### config.mk
export PLATFORM = sky130hd
export DESIGN_NAME = rf_wb_ctrl
export DESIGN_NICKNAME = d
export VERILOG_FILES = /design/src/rtl/rf_wb_ctrl.sv
export SDC_FILE = /design/constraint.sdc
export NUM_CORES = 1
export LEC_CHECK = 0
export ABC_AREA = 0
export BUFFER_PORTS_ARGS = -buffer_cell sky130_fd_sc_hd__buf_2
export CAP_MARGIN = 20
export CORE_ASPECT_RATIO = 1.5
export CORE_MARGIN = 2
export CORE_UTILIZATION = 30
export DETAILED_ROUTE_END_ITERATION = 6
export GPL_ROUTABILITY_DRIVEN = 0
export PLACE_DENSITY_LB_ADDON = 0.08
export SLEW_MARGIN = 20
export SYNTH_ARGS = -nofsm -noshare
export SYNTH_HDL_FRONTEND = slang
export SYNTH_SLANG_ARGS = --single-unit
### constraint.sdc
create_clock -name clk -period 8.75 [get_ports clk]
set_clock_uncertainty 0.05 [all_clocks]
set_input_delay 1.75 -clock clk [delete_from_list [all_inputs] [get_ports clk]]
set_output_delay 1.75 -clock clk [all_outputs]
set_load 0.02 [all_outputs]
### src/rtl/rf_wb_ctrl.sv
// rtl/rf_wb_ctrl.sv - register-file write-port arbiter with load scoreboard
//
// Merges single-cycle ALU results and variable-latency load returns into one
// registered rf write per cycle, tracks destinations of outstanding loads and
// reports per-operand read hazards to decode.
//
// Ports:
//   clk, rst                      clock, synchronous active-high reset
//   alu_we/alu_rd/alu_wd          ALU result (no backpressure, highest priority)
//   ld_issue/ld_issue_rd          load issue, marks rd pending
//   ld_valid/ld_ready/ld_rd/ld_data  load return handshake
//   rs1/rs2, hazard_rs1/hazard_rs2   decode operand hazard query
//   rf_rd/rf_write_e/rf_write_d   registered rf write port
//   err                           sticky protocol-violation flag
module rf_wb_ctrl #(
  parameter int XLEN     = 32,
  parameter int LQ_DEPTH = 2
) (
  input  logic            clk,
  input  logic            rst,
  input  logic            alu_we,
  input  logic [4:0]      alu_rd,
  input  logic [XLEN-1:0] alu_wd,
  input  logic            ld_issue,
  input  logic [4:0]      ld_issue_rd,
  input  logic            ld_valid,
  output logic            ld_ready,
  input  logic [4:0]      ld_rd,
  input  logic [XLEN-1:0] ld_data,
  input  logic [4:0]      rs1,
  input  logic [4:0]      rs2,
  output logic            hazard_rs1,
  output logic            hazard_rs2,
  output logic [4:0]      rf_rd,
  output logic            rf_write_e,
  output logic [XLEN-1:0] rf_write_d,
  output logic            err
);

  localparam int PW = $clog2(LQ_DEPTH);

  logic [4:0]      lq_rd   [LQ_DEPTH];
  logic [XLEN-1:0] lq_data [LQ_DEPTH];
  logic [PW-1:0]   wr_ptr, rd_ptr;
  logic [PW:0]     count;
  logic [31:0]     pending;

  logic full, empty, accept, accept_live;
  logic alu_sel, head_sel, byp_sel, push;
  logic [31:0] pending_next;

  assign full  = (count == (PW+1)'(LQ_DEPTH));
  assign empty = (count == '0);

  assign ld_ready    = !rst && !full;
  assign accept      = ld_valid && ld_ready;
  // Loads to x0 complete the handshake but never occupy the queue.
  assign accept_live = accept && (ld_rd != 5'd0);

  assign alu_sel  = alu_we && (alu_rd != 5'd0);
  assign head_sel = !alu_sel && !empty;
  assign byp_sel  = !alu_sel && empty && accept_live;
  assign push     = accept_live && !byp_sel;

  // Clear for the load taking the port, then apply issue so a same-cycle
  // set on the same register wins.
  always_comb begin
    pending_next = pending;
    if (head_sel)
      pending_next[lq_rd[rd_ptr]] = 1'b0;
    if (byp_sel)
      pending_next[ld_rd] = 1'b0;
    if (ld_issue && (ld_issue_rd != 5'd0))
      pending_next[ld_issue_rd] = 1'b1;
    pending_next[0] = 1'b0;
  end

  // The rf_write_e term covers the cycle the value sits on the port before
  // the rf has stored it.
  assign hazard_rs1 = (rs1 != 5'd0) && (pending[rs1] || (rf_write_e && rf_rd == rs1));
  assign hazard_rs2 = (rs2 != 5'd0) && (pending[rs2] || (rf_write_e && rf_rd == rs2));

  always_ff @(posedge clk) begin
    if (rst) begin
      rf_write_e <= 1'b0;
      rf_rd      <= 5'd0;
      rf_write_d <= '0;
      wr_ptr     <= '0;
      rd_ptr     <= '0;
      count      <= '0;
      pending    <= '0;
      err        <= 1'b0;
    end else begin
      rf_write_e <= alu_sel || head_sel || byp_sel;
      if (alu_sel) begin
        rf_rd      <= alu_rd;
        rf_write_d <= alu_wd;
      end else if (head_sel) begin
        rf_rd      <= lq_rd[rd_ptr];
        rf_write_d <= lq_data[rd_ptr];
      end else if (byp_sel) begin
        rf_rd      <= ld_rd;
        rf_write_d <= ld_data;
      end

      if (push) begin
        lq_rd[wr_ptr]   <= ld_rd;
        lq_data[wr_ptr] <= ld_data;
        wr_ptr          <= wr_ptr + 1'b1;
      end
      if (head_sel)
        rd_ptr <= rd_ptr + 1'b1;
      if (push && !head_sel)
        count <= count + 1'b1;
      else if (!push && head_sel)
        count <= count - 1'b1;

      pending <= pending_next;

      if ((alu_sel && pending[alu_rd]) ||
          (accept_live && !pending[ld_rd]) ||
          (ld_issue && (ld_issue_rd != 5'd0) && pending[ld_issue_rd]))
        err <= 1'b1;
    end
  end

endmodule

After elaboration in Yosys (flattened, before gate mapping)
Memories as Yosys holds them, arrays and structs flattened. A register that Yosys moved wholly into a read port is not among the register bits.
Cells that the tools add are included.
{"block": "word_totals", "register_bits": 75, "mem_bits_rw": 74, "input_bits": 94, "out_inout_bits": 42, "word_cells": 109, "mem_count": 2}
{"block": "classes", "n_addsub": 4, "magnitude_cmp": 9, "eq_ne": 3, "mux": 34, "n_bitwise": 5, "reduce_logical": 43}
{"name": "lq_data", "depth": 2, "width": 32, "rd": 1, "rd_clocked_by_memory_dff": 1, "write_ports": 1, "line_no": "43", "source": "logic [XLEN-1:0] lq_data [LQ_DEPTH];"}
{"name": "lq_rd", "depth": 2, "width": 5, "rd": 1, "rd_clocked_by_memory_dff": 1, "write_ports": 1, "line_no": "42", "source": "logic [4:0] lq_rd [LQ_DEPTH];"}
{"op": "2-to-1 mux 32 bit", "count": 6}
{"op": "AND 32 bit", "count": 2}
{"op": "inverter 32 bit", "count": 2}
{"op": "less-than comparator 5 x 6 -> 1 bit (second input constant)", "count": 6}
{"op": "bitwise OR 32 bit", "count": 1}
{"op": "binary-select mux 1 bit (select 5 bit)", "count": 5}
{"op": "nonzero test 5 bit", "count": 5}
{"op": "logical AND 1 bit", "count": 21}
{"op": "demux 1 bit (select 5 bit)", "count": 3}
{"op": ">= comparator 5 x 1 -> 1 bit (second input constant)", "count": 3}
{"op": "2-to-1 mux 1 bit", "count": 15}
{"op": "2-to-1 mux 5 bit", "count": 3}
{"op": "equality test 5 bit", "count": 2}
{"op": "zero test 1 bit", "count": 8}
{"op": "logical OR 1 bit", "count": 6}
{"op": "2-to-1 mux 2 bit", "count": 2}
{"op": "nonzero test 3 bit", "count": 1}
{"op": "adder 1 bit (second input constant)", "count": 2}
{"op": "adder 2 x 1 -> 2 bit (second input constant)", "count": 1}
{"op": "equality test 2 bit (second input constant)", "count": 1}
{"op": "zero test 2 bit", "count": 1}
{"op": "nonzero test 2 bit", "count": 1}
{"op": "subtractor 2 x 1 -> 2 bit (second input constant)", "count": 1}

Depth between registers and ports, before layout
{"block": "logic_depth", "word_depth": 12, "depth_mapped": 10, "depth_no_buf": 8}

Worst setup path after synthesis
OpenSTA, ideal clock, no wires.
{"block": "synth_path", "kind": "input-to-output", "start": "input port rs2[0]", "end": "output port hazard_rs2", "arrival_time_ns": 3.219, "required_ns": 6.950, "path_slack_ns": 3.731, "stages": 5, "n_path_buf": 1, "cell_sequence": "buf_2 > mux4_2 > mux4_2 > nor2_1 > o31ai_1"}
{"block": "synth_between", "elab_chain_cells": 4, "elab_cells_between_ends": 7, "classes_between": "1 x eq/ne; 2 x mux; 4 x reduce/logical"}
{"element": "from (decl)", "line_no": "31", "source": "input logic [4:0] rs2,"}
{"element": "binary-select mux 1 bit (select 5 bit) or equality test 5 bit (tied branches)", "line_no": "81", "source": "assign hazard_rs2 = (rs2 != 5'd0) && (pending[rs2] || (rf_write_e && rf_rd == rs2));"}
{"element": "2-to-1 mux 1 bit (implied by the code) or logical AND 1 bit (tied branches)", "line_no": "81"}
{"element": "logical OR 1 bit", "line_no": "81"}
{"element": "logical AND 1 bit *", "line_no": "81"}
{"element": "to (decl)", "line_no": "33", "source": "output logic hazard_rs2,"}
Every way passes the cells marked *; elsewhere a longest branch is shown, timed or not. The select of a mux whose other input is x is not followed.

Final worst setup path
Ends and elaborated chain as after synthesis.

==> results.rst <==
.. list-table::
   :header-rows: 1

   * - Metric
     - Value
   * - Run status
     - complete, but fails checks
   * - Violated checks
     - design-rule violations
   * - Number of buffers created by CTS
     - 17
   * - R2r setup slk
     - 5.89 ns
   * - Clock tree from TritonCTS
     - yes
   * - Filler instances
     - 2,804
   * - Crit path max-delay family
     - multiplexers
   * - Post-route clock period utilization
     - 59.4%
   * - Number of cells produced by synthesis
     - 772
   * - Buffers inserted by post-CTS timing repair
     - 0
   * - Startpoint type of the worst setup path
     - input pin
   * - Power Internal
     - 1.58 mW
   * - Floorplan die width
     - 140 um
   * - DRC
     - 3
   * - Relative slew slack
     - 29.4%
   * - DRC marker count from the first detailed-route iteration
     - 585
   * - Switching component of the power
     - 853 uW
   * - Number of endpoints with negative hold slack in the final report
     - 0
   * - Share of total power in sequential cells
     - 36.5%
   * - Standard-cell row count
     - 74
   * - Post-detailed-route count of antenna-violating nets
     - 0
   * - Clock transition at path regs
     - 0.06 ns
   * - Pre-CTS worst setup slack
     - 3.53 ns
   * - Portion of total power attributed to the clock network
     - 32.1%
   * - Vias in the first global route
     - 6,932
   * - Max-slew violation total from the final report
     - 0
   * - Clock tree buffer depth
     - 2
   * - Library cells used by synthesis
     - 61
   * - Crit-path max FO
     - 10
   * - Register bit total from synthesis
     - 149
   * - Largest family of logic cells by synthesized area
     - simple AND/OR/NAND/NOR gates
   * - Worst Setup End Kind
     - primary output
   * - Post-CTS resize count
     - 0
   * - Post-DP HPWL
     - 18,900 um
   * - PnR worst setup slack
     - 3.55 ns
   * - Transition time at the pin with the least slew margin
     - 1.06 ns
   * - Overall die height
     - 208 um
   * - MaxCap Viol Count
     - 0
   * - Slowest cell on the critical path
     - sky130_fd_sc_hd__mux4_2
   * - Largest incremental delay on the critical path
     - 0.55 ns
   * - Post-synthesis area per instance
     - 10.7 sq um
   * - Cell leakage power
     - 3.48 nW
   * - Average wire per cell in the routed design
     - 22.1 um
   * - Number of antenna violations at the first check in global routing
     - 1
   * - Comb pwr share
     - 31.4%
   * - Clock sink count
     - 149
   * - Critical path data required time
     - 6.95 ns
   * - Clock root buffer master
     - sky130_fd_sc_hd__clkbuf_16
   * - Leading register cell type out of synthesis
     - sky130_fd_sc_hd__dfxtp_1
   * - Critical path start-end classification
     - input pin to primary output
   * - Post-synthesis compound-gate area fraction
     - 15.7%
   * - Setup repair after global routing missed its margin
     - false
   * - Number of buffer cells added on primary ports
     - 135
   * - Area Overhead vs Synth
     - 18.5%
   * - Most frequent cell after synthesis
     - sky130_fd_sc_hd__nor2_1
   * - Series of cell instances along the critical path
     - buf_2 -> mux4_2 -> mux4_2 -> nor2_1 -> o31ai_1 -> buf_2
   * - Hold_buf cts
     - 0
   * - Number of H-tree branching levels
     - 4
   * - Final #Nets
     - 964
   * - Effective utilization at floorplan
     - 30.4%
   * - Final setup violation count
     - 0
   * - Pin count of the biggest net entering global routing
     - 96
   * - Basic-gate share of the synthesized area counting and, or, nand and nor cells
     - 16.6%
   * - Adder and majority cell fraction of the synthesized area
     - 0.151%
   * - Number of antenna diodes
     - 0
   * - Mux cell area share after synthesis
     - 16.5%
   * - Area leader, netlist
     - sky130_fd_sc_hd__edfxtp_1
   * - Grt ovf
     - 0
   * - Wire length of the first global-routing pass
     - 41,500 um
   * - Sum of negative setup slack
     - 0 ns
   * - Routed vias/inst
     - 5.65
   * - Switching share of power
     - 35.0%
   * - Number of iterations in the first detailed-routing pass
     - 7
   * - Final design utilization
     - 36.1%
   * - All-Layer GR Usage
     - 18.6%
   * - Number of top-level design ports
     - 136
   * - Die Area
     - 0.0290 sq mm
   * - Proportion of netlist area held by the largest area contributor
     - 26.8%
   * - Crit path arrival time
     - 3.40 ns
   * - Total wire length after detailed routing
     - 27,100 um
   * - VDD IR max
     - 0.159 mV
   * - Total number of vias
     - 6,913
   * - Clock period minus final worst setup slack
     - 5.20 ns
   * - Share of the yosys chip area belonging to registers
     - 45.0%
   * - Fraction of synthesis flops using an asynchronous set or reset pin
     - 0%
   * - Ranking of synthesized cells by instance count
     - 78 x sky130_fd_sc_hd__nor2_1, 75 x sky130_fd_sc_hd__dfxtp_1, 74 x sky130_fd_sc_hd__edfxtp_1
   * - Total core area
     - 0.0272 sq mm
   * - Power per standard cell area
     - 248 mW/mm^2
   * - XOR/XNOR share of the synthesized area
     - 1.37%
   * - Number of nets produced by synthesis
     - 867
   * - EDFF count, synth
     - 74
   * - Layout cell share with drive strength beyond 1
     - 29.3%
   * - Cell area after technology mapping
     - 0.00828 sq mm
   * - Worst skew pair latency
     - 0.43 ns
   * - Synth area leaders
     - sky130_fd_sc_hd__edfxtp_1 27%, sky130_fd_sc_hd__dfxtp_1 18%, sky130_fd_sc_hd__mux4_2 9.0%
   * - Min-Delay Path Class
     - flop to flop
   * - Sum of buffers and inverters on the critical path
     - 2
   * - Maximum operating frequency
     - 192 MHz
   * - Number of warning messages in the yosys log
     - 0
-- state kept, by name, summed over array words and instances, names as in the netlist, named ones only --
name	count
count	2
err	1
lq_data	64
lq_rd	10
pending	31
rd_ptr	1
rf_rd	5
rf_write_d	32
rf_write_e	1
wr_ptr	1
-- cells by family after synthesis --
group / after synthesis
flip-flops: 149
multiplexers: 94
AND/OR/NAND/NOR: 245
adder cells (fa/ha/maj): 1
AO/OA/AOI/OAI: 184
XOR/XNOR: 13
buffers and inverters: 86
-- metrics by stage --
step | power [mW] | instance area, sq um | hold WS, ns | std cells
6_report | 2.44 | 9810 | 0.399 | 1224
4_1_cts | 2.45 | 9790 | 0.403 | 1223
3_5_place_dp | 1.66 | 9160 | 0.394 | 1191
3_3_place_gp | 1.65 | 9160 | 0.388 | 1191
5_1_grt | 2.58 | 9810 | 0.428 | 1224
2_1_floorplan | 1.45 | 8280 | 0.422 | 772
-- layout make-up --
cell class | instances | area, sq um | share of cell area (%)
timing repair buffer | 143 | 758 | 7.73
sequential | 149 | 3720 | 38.0
multi-input combinational | 537 | 4200 | 42.8
clock buffer | 21 | 450 | 4.59
tap | 342 | 428 | 4.36
inverter | 21 | 78.8 | 0.803
clock inverter | 11 | 174 | 1.77
-- worst register-to-register path, stage by stage (launching register included) --
cell,delay (ns)
sky130_fd_sc_hd__dfxtp_1,0.39
sky130_fd_sc_hd__or2_4,0.41
sky130_fd_sc_hd__buf_16,0.27
sky130_fd_sc_hd__o21ai_0,0.63
sky130_fd_sc_hd__inv_1,0.16
sky130_fd_sc_hd__ha_1,0.36
sky130_fd_sc_hd__or3_1,0.37
sky130_fd_sc_hd__a21oi_1,0.15
-- power groups by stage --
stage,clock network [mW],registers (mW),logic (mW)
4_1_cts,0.801,0.891,0.762
3_3_place_gp,0,0.901,0.750
5_1_grt,0.831,0.902,0.843
3_5_place_dp,0,0.905,0.760
6_report,0.783,0.890,0.765
2_1_floorplan,0,0.950,0.496
-- cells in the final DEF (no fill, tap or decap), types with 13 or more instances in the layout --
cell type / n
sky130_fd_sc_hd__o21ai_0: 13
sky130_fd_sc_hd__inv_1: 21
sky130_fd_sc_hd__nand4_1: 23
sky130_fd_sc_hd__clkbuf_16: 17
sky130_fd_sc_hd__nand2_1: 41
sky130_fd_sc_hd__nand3_1: 14
sky130_fd_sc_hd__a21oi_1: 39
sky130_fd_sc_hd__nor3_2: 22
sky130_fd_sc_hd__dfxtp_1: 74
sky130_fd_sc_hd__a211oi_1: 54
sky130_fd_sc_hd__mux4_2: 33
sky130_fd_sc_hd__nor2_1: 76
sky130_fd_sc_hd__o211ai_1: 22
sky130_fd_sc_hd__edfxtp_1: 74
sky130_fd_sc_hd__mux2i_1: 49
sky130_fd_sc_hd__buf_2: 134
-- layer usage --
| metal | up-vias | wire, um | share of wire, % | global-route usage [%] |
|---|---|---|---|---|
| li1 | 3190 | - | - | - |
| met1 | 3410 | 10500 | 39 | 21.2 |
| met2 | 260 | 14000 | 52 | 33.1 |
| met3 | 53 | 1500 | 5.5 | 4.29 |
| met4 | 0 | 1060 | 3.9 | 8.07 |
| met5 | - | 0 | 0 | 0 |
-- final timing paths --
| kind | from | to | depth (start not counted) |
|---|---|---|---|
| worst max-delay path | rs2[0] | hazard_rs2 | 6 |
| worst min register to register | rf_write_d[17] | rf_write_d[17] | 2 |
| worst min-delay path | rf_write_d[17] | rf_write_d[17] | 2 |
| worst max register to register | count[0] | count[1] | 7 |
(Power assumes the default switching activity.)
